`src/rtl/mmio_pkg.sv`:
```
// Shared definitions for the MMIO timer/PWM bank: register offsets, channel
// layout, CTRL bit positions and a byte-enable to bit-mask helper.
package mmio_pkg;

    // Block-level registers
    localparam logic [11:0] STATUS_OFS = 12'h000;
    localparam logic [11:0] PRESC_OFS  = 12'h004;

    // Channel n lives at CH_BASE + n * CH_STRIDE
    localparam logic [11:0] CH_BASE    = 12'h100;
    localparam logic [11:0] CH_STRIDE  = 12'h010;

    // Offsets inside one channel window
    localparam logic [3:0] CTRL_OFS  = 4'h0;
    localparam logic [3:0] LOAD_OFS  = 4'h4;
    localparam logic [3:0] COUNT_OFS = 4'h8;
    localparam logic [3:0] DUTY_OFS  = 4'hC;

    // CTRL bit indices
    localparam int unsigned CTRL_EN = 0;
    localparam int unsigned CTRL_IE = 1;
    localparam int unsigned CTRL_OS = 2;

    // Expand 4 byte enables into a 32-bit write mask
    function automatic logic [31:0] be_to_mask(input logic [3:0] be);
        return {{8{be[3]}}, {8{be[2]}}, {8{be[1]}}, {8{be[0]}}};
    endfunction

endpackage

```
`src/rtl/mmio_timer_ch.sv`:
```
// One timer/PWM channel.
//  clk_i, rst_i          clock, synchronous active-high reset
//  tick_i                shared prescaler tick
//  ctrl_we_i/ctrl_wdata_i   CTRL write strobe and byte-merged value
//  load_we_i/load_wdata_i   LOAD write strobe and byte-merged value
//  duty_we_i/duty_wdata_i   DUTY (shadow) write strobe and byte-merged value
//  ctrl_o, load_o, count_o, duty_o   register readback
//  evt_o                 one-clk pulse when the counter expires on a tick
//  pwm_o                 registered PWM output
module mmio_timer_ch
    import mmio_pkg::*;
#(
    parameter int unsigned CNT_W = 16,
    parameter int unsigned PWM_W = 8
) (
    input  logic             clk_i,
    input  logic             rst_i,
    input  logic             tick_i,
    input  logic             ctrl_we_i,
    input  logic [2:0]       ctrl_wdata_i,
    input  logic             load_we_i,
    input  logic [CNT_W-1:0] load_wdata_i,
    input  logic             duty_we_i,
    input  logic [PWM_W-1:0] duty_wdata_i,
    output logic [2:0]       ctrl_o,
    output logic [CNT_W-1:0] load_o,
    output logic [CNT_W-1:0] count_o,
    output logic [PWM_W-1:0] duty_o,
    output logic             evt_o,
    output logic             pwm_o
);

    logic [2:0]       ctrl_q, ctrl_d;
    logic [CNT_W-1:0] load_q, load_d;
    logic [CNT_W-1:0] count_q, count_d;
    logic [PWM_W-1:0] duty_q, duty_d;
    logic [PWM_W-1:0] duty_act_q, duty_act_d;
    logic [PWM_W-1:0] pc_pwm_q, pc_pwm_d;
    logic             pwm_q, pwm_d;
    logic             en;
    logic             evt;
    logic             wrap;

    assign en = ctrl_q[CTRL_EN];

    always_comb begin
        ctrl_d     = ctrl_q;
        load_d     = load_q;
        count_d    = count_q;
        duty_d     = duty_q;
        duty_act_d = duty_act_q;
        pc_pwm_d   = pc_pwm_q;
        evt        = 1'b0;
        wrap       = 1'b0;

        if (load_we_i) load_d = load_wdata_i;
        if (duty_we_i) duty_d = duty_wdata_i;

        if (en && tick_i) begin
            if (count_q != '0) begin
                count_d = count_q - 1'b1;
            end else begin
                evt = 1'b1;
                // Reload uses the LOAD register as it stands now, so a LOAD
                // write during a period only affects the following period.
                if (ctrl_q[CTRL_OS]) ctrl_d[CTRL_EN] = 1'b0;
                else                 count_d = load_q;
            end
            pc_pwm_d = pc_pwm_q + 1'b1;
            wrap     = (pc_pwm_q == '1);
        end

        if (!en) pc_pwm_d = '0;

        // A bus write to CTRL overrides a simultaneous one-shot disable
        if (ctrl_we_i) begin
            ctrl_d = ctrl_wdata_i;
            if (!en && ctrl_wdata_i[CTRL_EN]) count_d = load_q;
        end

        // Shadow duty is only adopted at a period boundary or while stopped
        if (!en || wrap) duty_act_d = duty_d;

        pwm_d = en && (pc_pwm_q < duty_act_q);
    end

    always_ff @(posedge clk_i) begin
        if (rst_i) begin
            ctrl_q     <= '0;
            load_q     <= '0;
            count_q    <= '0;
            duty_q     <= '0;
            duty_act_q <= '0;
            pc_pwm_q   <= '0;
            pwm_q      <= 1'b0;
        end else begin
            ctrl_q     <= ctrl_d;
            load_q     <= load_d;
            count_q    <= count_d;
            duty_q     <= duty_d;
            duty_act_q <= duty_act_d;
            pc_pwm_q   <= pc_pwm_d;
            pwm_q      <= pwm_d;
        end
    end

    assign ctrl_o  = ctrl_q;
    assign load_o  = load_q;
    assign count_o = count_q;
    assign duty_o  = duty_q;
    assign evt_o   = evt;
    assign pwm_o   = pwm_q;

endmodule

```
`src/rtl/mmio_timer_pwm_bank.sv`:
```
// Multi-channel timer/PWM peripheral on the CPU MMIO bus.
//  clk, rst      clock, synchronous active-high reset
//  sel, we, be   bus select, write strobe, byte enables
//  addr          byte offset inside the block
//  wdata, rdata  write data, combinational read data (0 when !sel/unmapped)
//  irq           registered |(STATUS & IE)
//  pwm_out       per-channel registered PWM outputs
// Contains the shared prescaler, address decode, byte-enable merge,
// W1C STATUS register, irq and read mux.
module mmio_timer_pwm_bank
    import mmio_pkg::*;
#(
    parameter int unsigned N_CH    = 4,
    parameter int unsigned CNT_W   = 16,
    parameter int unsigned PWM_W   = 8,
    parameter int unsigned PRESC_W = 8
) (
    input  logic            clk,
    input  logic            rst,
    input  logic            sel,
    input  logic            we,
    input  logic [3:0]      be,
    input  logic [11:0]     addr,
    input  logic [31:0]     wdata,
    output logic [31:0]     rdata,
    output logic            irq,
    output logic [N_CH-1:0] pwm_out
);

    logic               wr;
    logic [31:0]        wmask;
    logic               ch_hit;
    logic               unused_bus;

    logic [PRESC_W-1:0] presc_q, presc_d;
    logic [PRESC_W-1:0] pc_q, pc_d;
    logic               tick;
    logic [N_CH-1:0]    status_q, status_d;
    logic [N_CH-1:0]    status_clr;
    logic               irq_q, irq_d;

    logic [2:0]         ch_ctrl  [N_CH];
    logic [CNT_W-1:0]   ch_load  [N_CH];
    logic [CNT_W-1:0]   ch_count [N_CH];
    logic [PWM_W-1:0]   ch_duty  [N_CH];
    logic [N_CH-1:0]    ch_evt;
    logic [N_CH-1:0]    ie_vec;

    assign wr         = sel & we;
    assign wmask      = be_to_mask(be);
    assign ch_hit     = (addr[11:8] == CH_BASE[11:8]);
    assign unused_bus = ^{wdata, wmask};

    // Prescaler; >= keeps it from running away when PRESC is lowered below pc
    assign tick = (pc_q >= presc_q);

    always_comb begin
        pc_d    = tick ? '0 : pc_q + 1'b1;
        presc_d = presc_q;
        if (wr && addr == PRESC_OFS) begin
            presc_d = (presc_q & ~wmask[PRESC_W-1:0]) | (wdata[PRESC_W-1:0] & wmask[PRESC_W-1:0]);
        end
    end

    // W1C clear loses to a same-cycle set
    assign status_clr = (wr && addr == STATUS_OFS && be[0]) ? wdata[N_CH-1:0] : '0;

    always_comb begin
        status_d = (status_q & ~status_clr) | ch_evt;
        irq_d    = |(status_q & ie_vec);
    end

    always_ff @(posedge clk) begin
        if (rst) begin
            presc_q  <= '0;
            pc_q     <= '0;
            status_q <= '0;
            irq_q    <= 1'b0;
        end else begin
            presc_q  <= presc_d;
            pc_q     <= pc_d;
            status_q <= status_d;
            irq_q    <= irq_d;
        end
    end

    assign irq = irq_q;

    for (genvar i = 0; i < N_CH; i++) begin : g_ch
        logic             ch_sel;
        logic             ctrl_we;
        logic             load_we;
        logic             duty_we;
        logic [2:0]       ctrl_m;
        logic [CNT_W-1:0] load_m;
        logic [PWM_W-1:0] duty_m;

        assign ch_sel  = ch_hit && (addr[7:4] == 4'(i));
        assign ctrl_we = wr && ch_sel && (addr[3:0] == CTRL_OFS);
        assign load_we = wr && ch_sel && (addr[3:0] == LOAD_OFS);
        assign duty_we = wr && ch_sel && (addr[3:0] == DUTY_OFS);

        assign ctrl_m = (ch_ctrl[i] & ~wmask[2:0]) | (wdata[2:0] & wmask[2:0]);
        assign load_m = (ch_load[i] & ~wmask[CNT_W-1:0]) | (wdata[CNT_W-1:0] & wmask[CNT_W-1:0]);
        assign duty_m = (ch_duty[i] & ~wmask[PWM_W-1:0]) | (wdata[PWM_W-1:0] & wmask[PWM_W-1:0]);

        assign ie_vec[i] = ch_ctrl[i][CTRL_IE];

        mmio_timer_ch #(
            .CNT_W (CNT_W),
            .PWM_W (PWM_W)
        ) u_ch (
            .clk_i        (clk),
            .rst_i        (rst),
            .tick_i       (tick),
            .ctrl_we_i    (ctrl_we),
            .ctrl_wdata_i (ctrl_m),
            .load_we_i    (load_we),
            .load_wdata_i (load_m),
            .duty_we_i    (duty_we),
            .duty_wdata_i (duty_m),
            .ctrl_o       (ch_ctrl[i]),
            .load_o       (ch_load[i]),
            .count_o      (ch_count[i]),
            .duty_o       (ch_duty[i]),
            .evt_o        (ch_evt[i]),
            .pwm_o        (pwm_out[i])
        );
    end

    always_comb begin
        rdata = '0;
        if (sel) begin
            if (addr == STATUS_OFS) rdata = 32'(status_q);
            if (addr == PRESC_OFS)  rdata = 32'(presc_q);
            for (int unsigned i = 0; i < N_CH; i++) begin
                if (ch_hit && addr[7:4] == 4'(i)) begin
                    case (addr[3:0])
                        CTRL_OFS:  rdata = 32'(ch_ctrl[i]);
                        LOAD_OFS:  rdata = 32'(ch_load[i]);
                        COUNT_OFS: rdata = 32'(ch_count[i]);
                        DUTY_OFS:  rdata = 32'(ch_duty[i]);
                        default:   rdata = '0;
                    endcase
                end
            end
        end
    end

endmodule
```
`config.mk`:
```
export PLATFORM = sky130hd
export DESIGN_NAME = mmio_timer_pwm_bank
export DESIGN_NICKNAME = d
export VERILOG_FILES = /design/src/rtl/mmio_pkg.sv /design/src/rtl/mmio_timer_ch.sv /design/src/rtl/mmio_timer_pwm_bank.sv
export SDC_FILE = /design/constraint.sdc
export NUM_CORES = 1
export LEC_CHECK = 0
export CAP_MARGIN = 15
export CELL_PAD_IN_SITES_DETAIL_PLACEMENT = 1
export CELL_PAD_IN_SITES_GLOBAL_PLACEMENT = 2
export CORE_ASPECT_RATIO = 0.75
export CORE_MARGIN = 3
export CORE_UTILIZATION = 40
export DETAILED_ROUTE_END_ITERATION = 12
export PLACE_DENSITY_LB_ADDON = 0.1
export SYNTH_ARGS = -nofsm -noshare
export SYNTH_HDL_FRONTEND = slang
export SYNTH_SLANG_ARGS = --single-unit
```
`constraint.sdc`:
```
create_clock -name clk -period 3.87 [get_ports clk]
set_input_delay 0.5805 -clock clk [delete_from_list [all_inputs] [get_ports clk]]
set_output_delay 0.5805 -clock clk [all_outputs]
set_load 0.005 [all_outputs]
```
Word level (Yosys, flattened, before mapping):

Cells that the tools add are included.
Widths: inputs -> output; s select.

* input port bits: 52
* register bits after elaboration: 261
* output and inout bits: 37

* equality and inequality tests: 16
* multiplexer cells: 64
* reductions and logical operators: 68
* add/subtract/negate cells: 9
* bitwise gates (word level): 41
* order comparisons: 5

Operator list (number)
* $mux 16: 20
* $pmux 16 s4: 4
* $mux 32: 6
* $and 16x16->16: 5
* $or 16x16->16: 4
* $reduce_bool 16->1: 4
* $sub 16x1->16 const B: 4
* $and 8x8->8: 6
* $add 8x1->8 const B: 5
* $or 8x8->8: 5
* $logic_and 1x1->1: 35
* $eq 8x8->1 const B: 4
* $lt 8x8->1: 4
* $mux 8: 4
* $mux 1: 28
* $not 16->16: 1
* $reduce_bool 2->1: 8
* $and 3x3->3: 5
* $eq 12x3->1 const B: 1
* $logic_not 12->1: 1
* $or 3x3->3: 4
* $reduce_and 3->1: 4
* $reduce_or 2->1: 5
* $and 4x4->4: 2
* 17 further kinds: 34

Logic depth before layout (Yosys ltp):

* word-level depth: 8
* gate-level depth with buffers: 11

Cells and area by module:

A second synthesis with hierarchy kept.

* cells, all modules: 2048
* area total of the unflattened synthesis: 16509.6 µm²

Modules (own cells, without submodules)
* mmio_timer_ch (g_ch[1].u_ch ...): area each 3060.4 µm², cells each 347, seq. area each 1201.2 µm², times used 3
* mmio_timer_pwm_bank: area each 4048.9 µm², cells each 640, seq. area each 420.4 µm², times used 1
* mmio_timer_ch (g_ch[0].u_ch): area each 3279.4 µm², cells each 367, seq. area each 1201.2 µm², times used 1

Worst setup path after synthesis:

OpenSTA, ideal clock, no wires.

* path kind: in2out
* start point: in addr[2]
* end point: out rdata[1]
* slack: 1091 ps
* data required time: 3289 ps
* cell stages on the path: 5
* data arrival time: 2198 ps
* cells stage by stage: clkbuf_1 buf_1 mux4_2 a311oi_1 a21oi_1

* word-level cells in the longest chain between the ends: 8
* elaborated cells between the ends (all ways): 17

RTL lines
* from (decl): line mmio_timer_pwm_bank.sv:23 `input logic [11:0] addr,`
* $logic_not 12->1: line mmio_timer_pwm_bank.sv:134 `if (addr == STATUS_OFS) rdata = 32'(status_q);`
* $mux 4: line mmio_timer_pwm_bank.sv:134
* $mux 32: line mmio_timer_pwm_bank.sv:135 `if (addr == PRESC_OFS) rdata = 32'(presc_q);`
* $mux 32 (3 in a row): line mmio_timer_pwm_bank.sv:137 `if (ch_hit && addr[7:4] == 4'(i)) begin`
* $mux 32 (*): line mmio_timer_pwm_bank.sv:137
* $mux 32 (*): line mmio_timer_pwm_bank.sv:133 `if (sel) begin`
* to (decl): line mmio_timer_pwm_bank.sv:25 `output logic [31:0] rdata,`

Every way passes the cells marked *; elsewhere a longest branch is shown, timed or not.

Worst setup path in the final report:

* start point: in addr[8]
* end point: out rdata[3]

The elaborated chain is that of the path after synthesis.

==> load_flow_metrics.sql <==
INSERT INTO impl_metrics (metric_group, metric, value, unit) VALUES
('worst_setup_path', 'path_buf_inv', '2', ''),
('worst_setup_path', 'crit_family', 'simple AND/OR/NAND/NOR gates', ''),
('place', 'hpwl', '42500', 'um'),
('worst_setup_path', 'crit_required', '3.29', 'ns'),
('finish', 'multiInputGateArea', '9310', 'um^2'),
('clocking', 'ctsRootBufferMaster', 'clkbuf_16', ''),
('synth', 'synthArstFlopShare', '0', '%'),
('sta', 'relSlewSlack', '33.8', '%'),
('global_routing', 'pin_count_of_the_biggest_net_entering_global_routing', '75', ''),
('finish', 'final_core_utilization', '47.4', '%'),
('drt', 'routed-via-count', '14900', ''),
('synth', 'synth_enable_flop_cells', '0', ''),
('synth', 'syn_area', '15200', 'um^2'),
('sta', 'final_setup_skew', '0.0157', 'ns'),
('floorplan', 'io-pin-count', '89', ''),
('worst_setup_path', 'critPathMaxFanout', '5', ''),
('pwr', 'vdd_drop_max', '0.000310', 'V'),
('finish', 'syn_to_final_growth', '16.0', '%'),
('global_routing', 'grt_pass1_vias', '14700', ''),
('drt', 'avgRoutedWirePerCell', '23.9', 'um'),
('worst_hold_path', 'timing.hold.worst_path_depth', '2', ''),
('floorplan', 'die_x', '231', 'um'),
('drt', 'drt_drc_violations_left', '0', ''),
('drt', 'routed_wl', '58000', 'um'),
('synth', 'post-synth-top-area-fraction', '34.3', '%'),
('global_routing', 'grt_first_pass_wirelength', '90000', 'um'),
('clocking', 'worst_setup_hold_path_clk_slew', '0.06', 'ns'),
('floorplan', 'dieArea', '40500', 'um^2'),
('sta', 'hold_ws', '0.473', 'ns'),
('sta', 'finalCritPeriodShare', '97.5', '%'),
('sta', 'finalWorstPathRequiredPeriod', '3.77', 'ns'),
('worst_setup_path', 'timing.critical_path.depth', '8', ''),
('synth', 'netlist.top_cell.by_area', 'dfxtp_1', ''),
('clocking', 'cts_tree', 'done', ''),
('sta', 'hold_viol_final', '0', ''),
('worst_hold_path', 'worstHoldPathType', 'in -> reg', ''),
('synth', 'proportion_of_synthesized_chip_area_in_sequential_cells', '34.3', '%'),
('synth', 'largest_cells_by_area_after_synthesis', 'dfxtp_1 34%, mux2i_1 7.5%, nor2_1 6.8%', ''),
('floorplan', 'die_height', '175', 'um'),
('clocking', 'ctsHoldBuffers', '0', ''),
('worst_setup_path', 'critical_path.cell_chain', 'clkdlybuf4s50_1 -> or4b_4 -> nor3_4 -> nand2_1 -> o22ai_1 -> a211oi_1 -> nor2_1 -> clkdlybuf4s50_1', ''),
('finish', 'final_net_count', '1998', ''),
('sta', 'finalSetupViolations', '0', ''),
('worst_setup_path', 'critPathMaxStageDelay', '0.55', 'ns'),
('sta', 'slew_of_the_pin_with_the_lowest_slew_margin', '0.991', 'ns'),
('drt', 'ant_nets', '0', ''),
('synth', 'synth_top_flop_cell', 'dfxtp_1', ''),
('flow_run', 'cap_violations', '0', ''),
('global_routing', 'number_of_antenna_violations_at_the_first_check_in_global_routing', '2', ''),
('finish', 'fraction_of_layout_instances_using_a_drive_strength_above_1', '11.2', '%'),
('place', 'place.gp.congestion', '0.935', ''),
('synth', 'synth.cells.most_frequent', '276 x nor2_1, 261 x dfxtp_1, 138 x nand2_1', ''),
('global_routing', 'globalRouteOverflowTotal', '0', ''),
('synth', 'post_synth_inst_count', '1846', ''),
('worst_setup_path', 'crit_arrival', '3.19', 'ns'),
('drt', 'drt_iter0_markers', '1247', ''),
('sta', 'final-max-slew-violation-count', '0', ''),
('sta', 'maxClockFrequency', '0.265', 'GHz'),
('synth', 'post_synth_num_cell_types', '85', ''),
('drt', 'dr.pass1.iters', '5', ''),
('clocking', 'cts_sinks', '261', ''),
('place', 'io_buffers', '54', ''),
('clocking', 'cts_made_buffers', '29', ''),
('worst_setup_path', 'crit_path_frequent_cell', 'clkdlybuf4s50_1', ''),
('clocking', 'htree_levels', '1', ''),
('sta', 'postLayoutSetupSlackWorst', '0.0974', 'ns'),
('floorplan', 'floorplan.initialDensity', '40.9', '%'),
('floorplan', 'area_of_the_core', '37300', 'um^2'),
('synth', 'postSynthAreaPerCell', '8.26', 'um^2'),
('run_status', 'run_status', 'complete, no violations', ''),
('finish', 'number_of_fill_cells', '4382', '');
-- final cells by class --
cell class                 instances  area share, %
multi-input combinational       1409           52.6
clock inverter                    19           1.49
antenna                            1         0.0141
clock buffer                      35           4.46
sequential                       261           29.5
timing repair buffer             141           7.14
inverter                          55           1.17
tap                              504           3.56
-- logic make-up after synthesis --
family / share of synthesized area [%]
XOR/XNOR: 2.01
AND/OR/NAND/NOR: 22.3
multiplexers: 11.0
AO/OA/AOI/OAI: 21.0
buffers and inverters: 5.32
flip-flops: 34.3
other: 0.0246
adder cells (fa/ha/maj): 4.02
-- timing repair --
| item | 4_1_cts | 5_1_grt |
|---|---|---|
| setup endpoints to repair | 3 | 12 |
| cloned | 0 | 0 |
| buffers inserted | 0 | 1 |
| gates resized for setup | 2 | 7 |
| pin swaps | 0 | 2 |
-- worst reg2reg max path: stages, from the launching register on --
cell	delay, ns
dfxtp_1	0.43
inv_1	0.08
ha_1	0.27
nand2b_1	0.14
a2111o_1	0.45
a311o_2	0.62
and2_0	0.61
a22oi_1	0.33
o22ai_1	0.12
-- per-stage QoR --
step	cell area, um^2	std cells	power, W
after floorplan	15300	1861	0.00287
after global placement	16600	2368	0.00299
after detailed placement	16600	2368	0.00299
after CTS	17600	2422	0.00607
after global routing	17700	2425	0.00620
final	17700	2425	0.00602
-- power breakdown --
part	leakage, nW	switching, W	internal, W
Combinational	3.87	0.000173	0.0000750
Clock	0.494	0.00128	0.00180
Sequential	2.10	0.0000000936	0.00269
-- per-layer routing --
metal | vias to the layer above | global-route usage (%) | part of all wire [%] | wire, um
li1 | 6880 | - | - | -
met1 | 7466 | 43.1 | 50 | 28800
met2 | 465 | 42.3 | 43 | 24900
met3 | 78 | 2.92 | 5.1 | 2940
met4 | 0 | 6.89 | 2.3 | 1350
met5 | - | 0 | 0 | 0
-- cell usage in the layout, fill, tap and decap left out, types with 9 or more instances in the layout --
| master | netlist | routed |
|---|---|---|
| mux2i_1 | 115 | 115 |
| clkdlybuf4s50_1 | 0 | 48 |
| mux2_2 | 23 | 23 |
| nand2_1 | 138 | 137 |
| a311oi_1 | 17 | 17 |
| o211ai_1 | 9 | 9 |
| buf_4 | 20 | 82 |
| a21o_1 | 13 | 13 |
| inv_1 | 53 | 53 |
| nor3_1 | 35 | 34 |
| a21oi_1 | 84 | 84 |
| a211oi_1 | 50 | 49 |
| ha_1 | 49 | 49 |
| clkbuf_16 | 0 | 29 |
| nand3_1 | 70 | 70 |
| o21ai_0 | 86 | 86 |
| nand2b_1 | 15 | 15 |
| dfxtp_1 | 261 | 261 |
| or4_1 | 9 | 9 |
| and2_1 | 14 | 14 |
| nor4_1 | 22 | 21 |
| a31oi_1 | 14 | 14 |
| and3_1 | 15 | 15 |
| nand4_1 | 22 | 22 |
| a22oi_1 | 64 | 64 |
| nor2_1 | 276 | 276 |
| mux4_2 | 12 | 12 |
| a211o_1 | 10 | 10 |
| o21bai_1 | 11 | 11 |
| o21ai_1 | 12 | 12 |
| o22ai_1 | 25 | 25 |
| xor2_1 | 30 | 30 |
| nor3b_1 | 9 | 9 |
| conb_1 | 1 | 16 |
-- path summary, 6_finish.rpt --
| kind | start | endpoint | slack [ns] |
|---|---|---|---|
| setup / recovery | addr[8] | rdata[3] | 0.1 |
| setup reg to reg | pc_q[0]$_SDFF_PP0_ | g_ch[2].u_ch.count_o[0]$_SDFF_PP0_ | 0.71 |
| hold / removal | rst | register | 0.47 |
| hold reg to reg | g_ch[2].u_ch.pc_pwm_q[1]$_SDFFE_PP0N_ | g_ch[2].u_ch.pc_pwm_q[1]$_SDFFE_PP0N_ | 0.50 |
No activity file was read; power rests on OpenSTA's default activity.
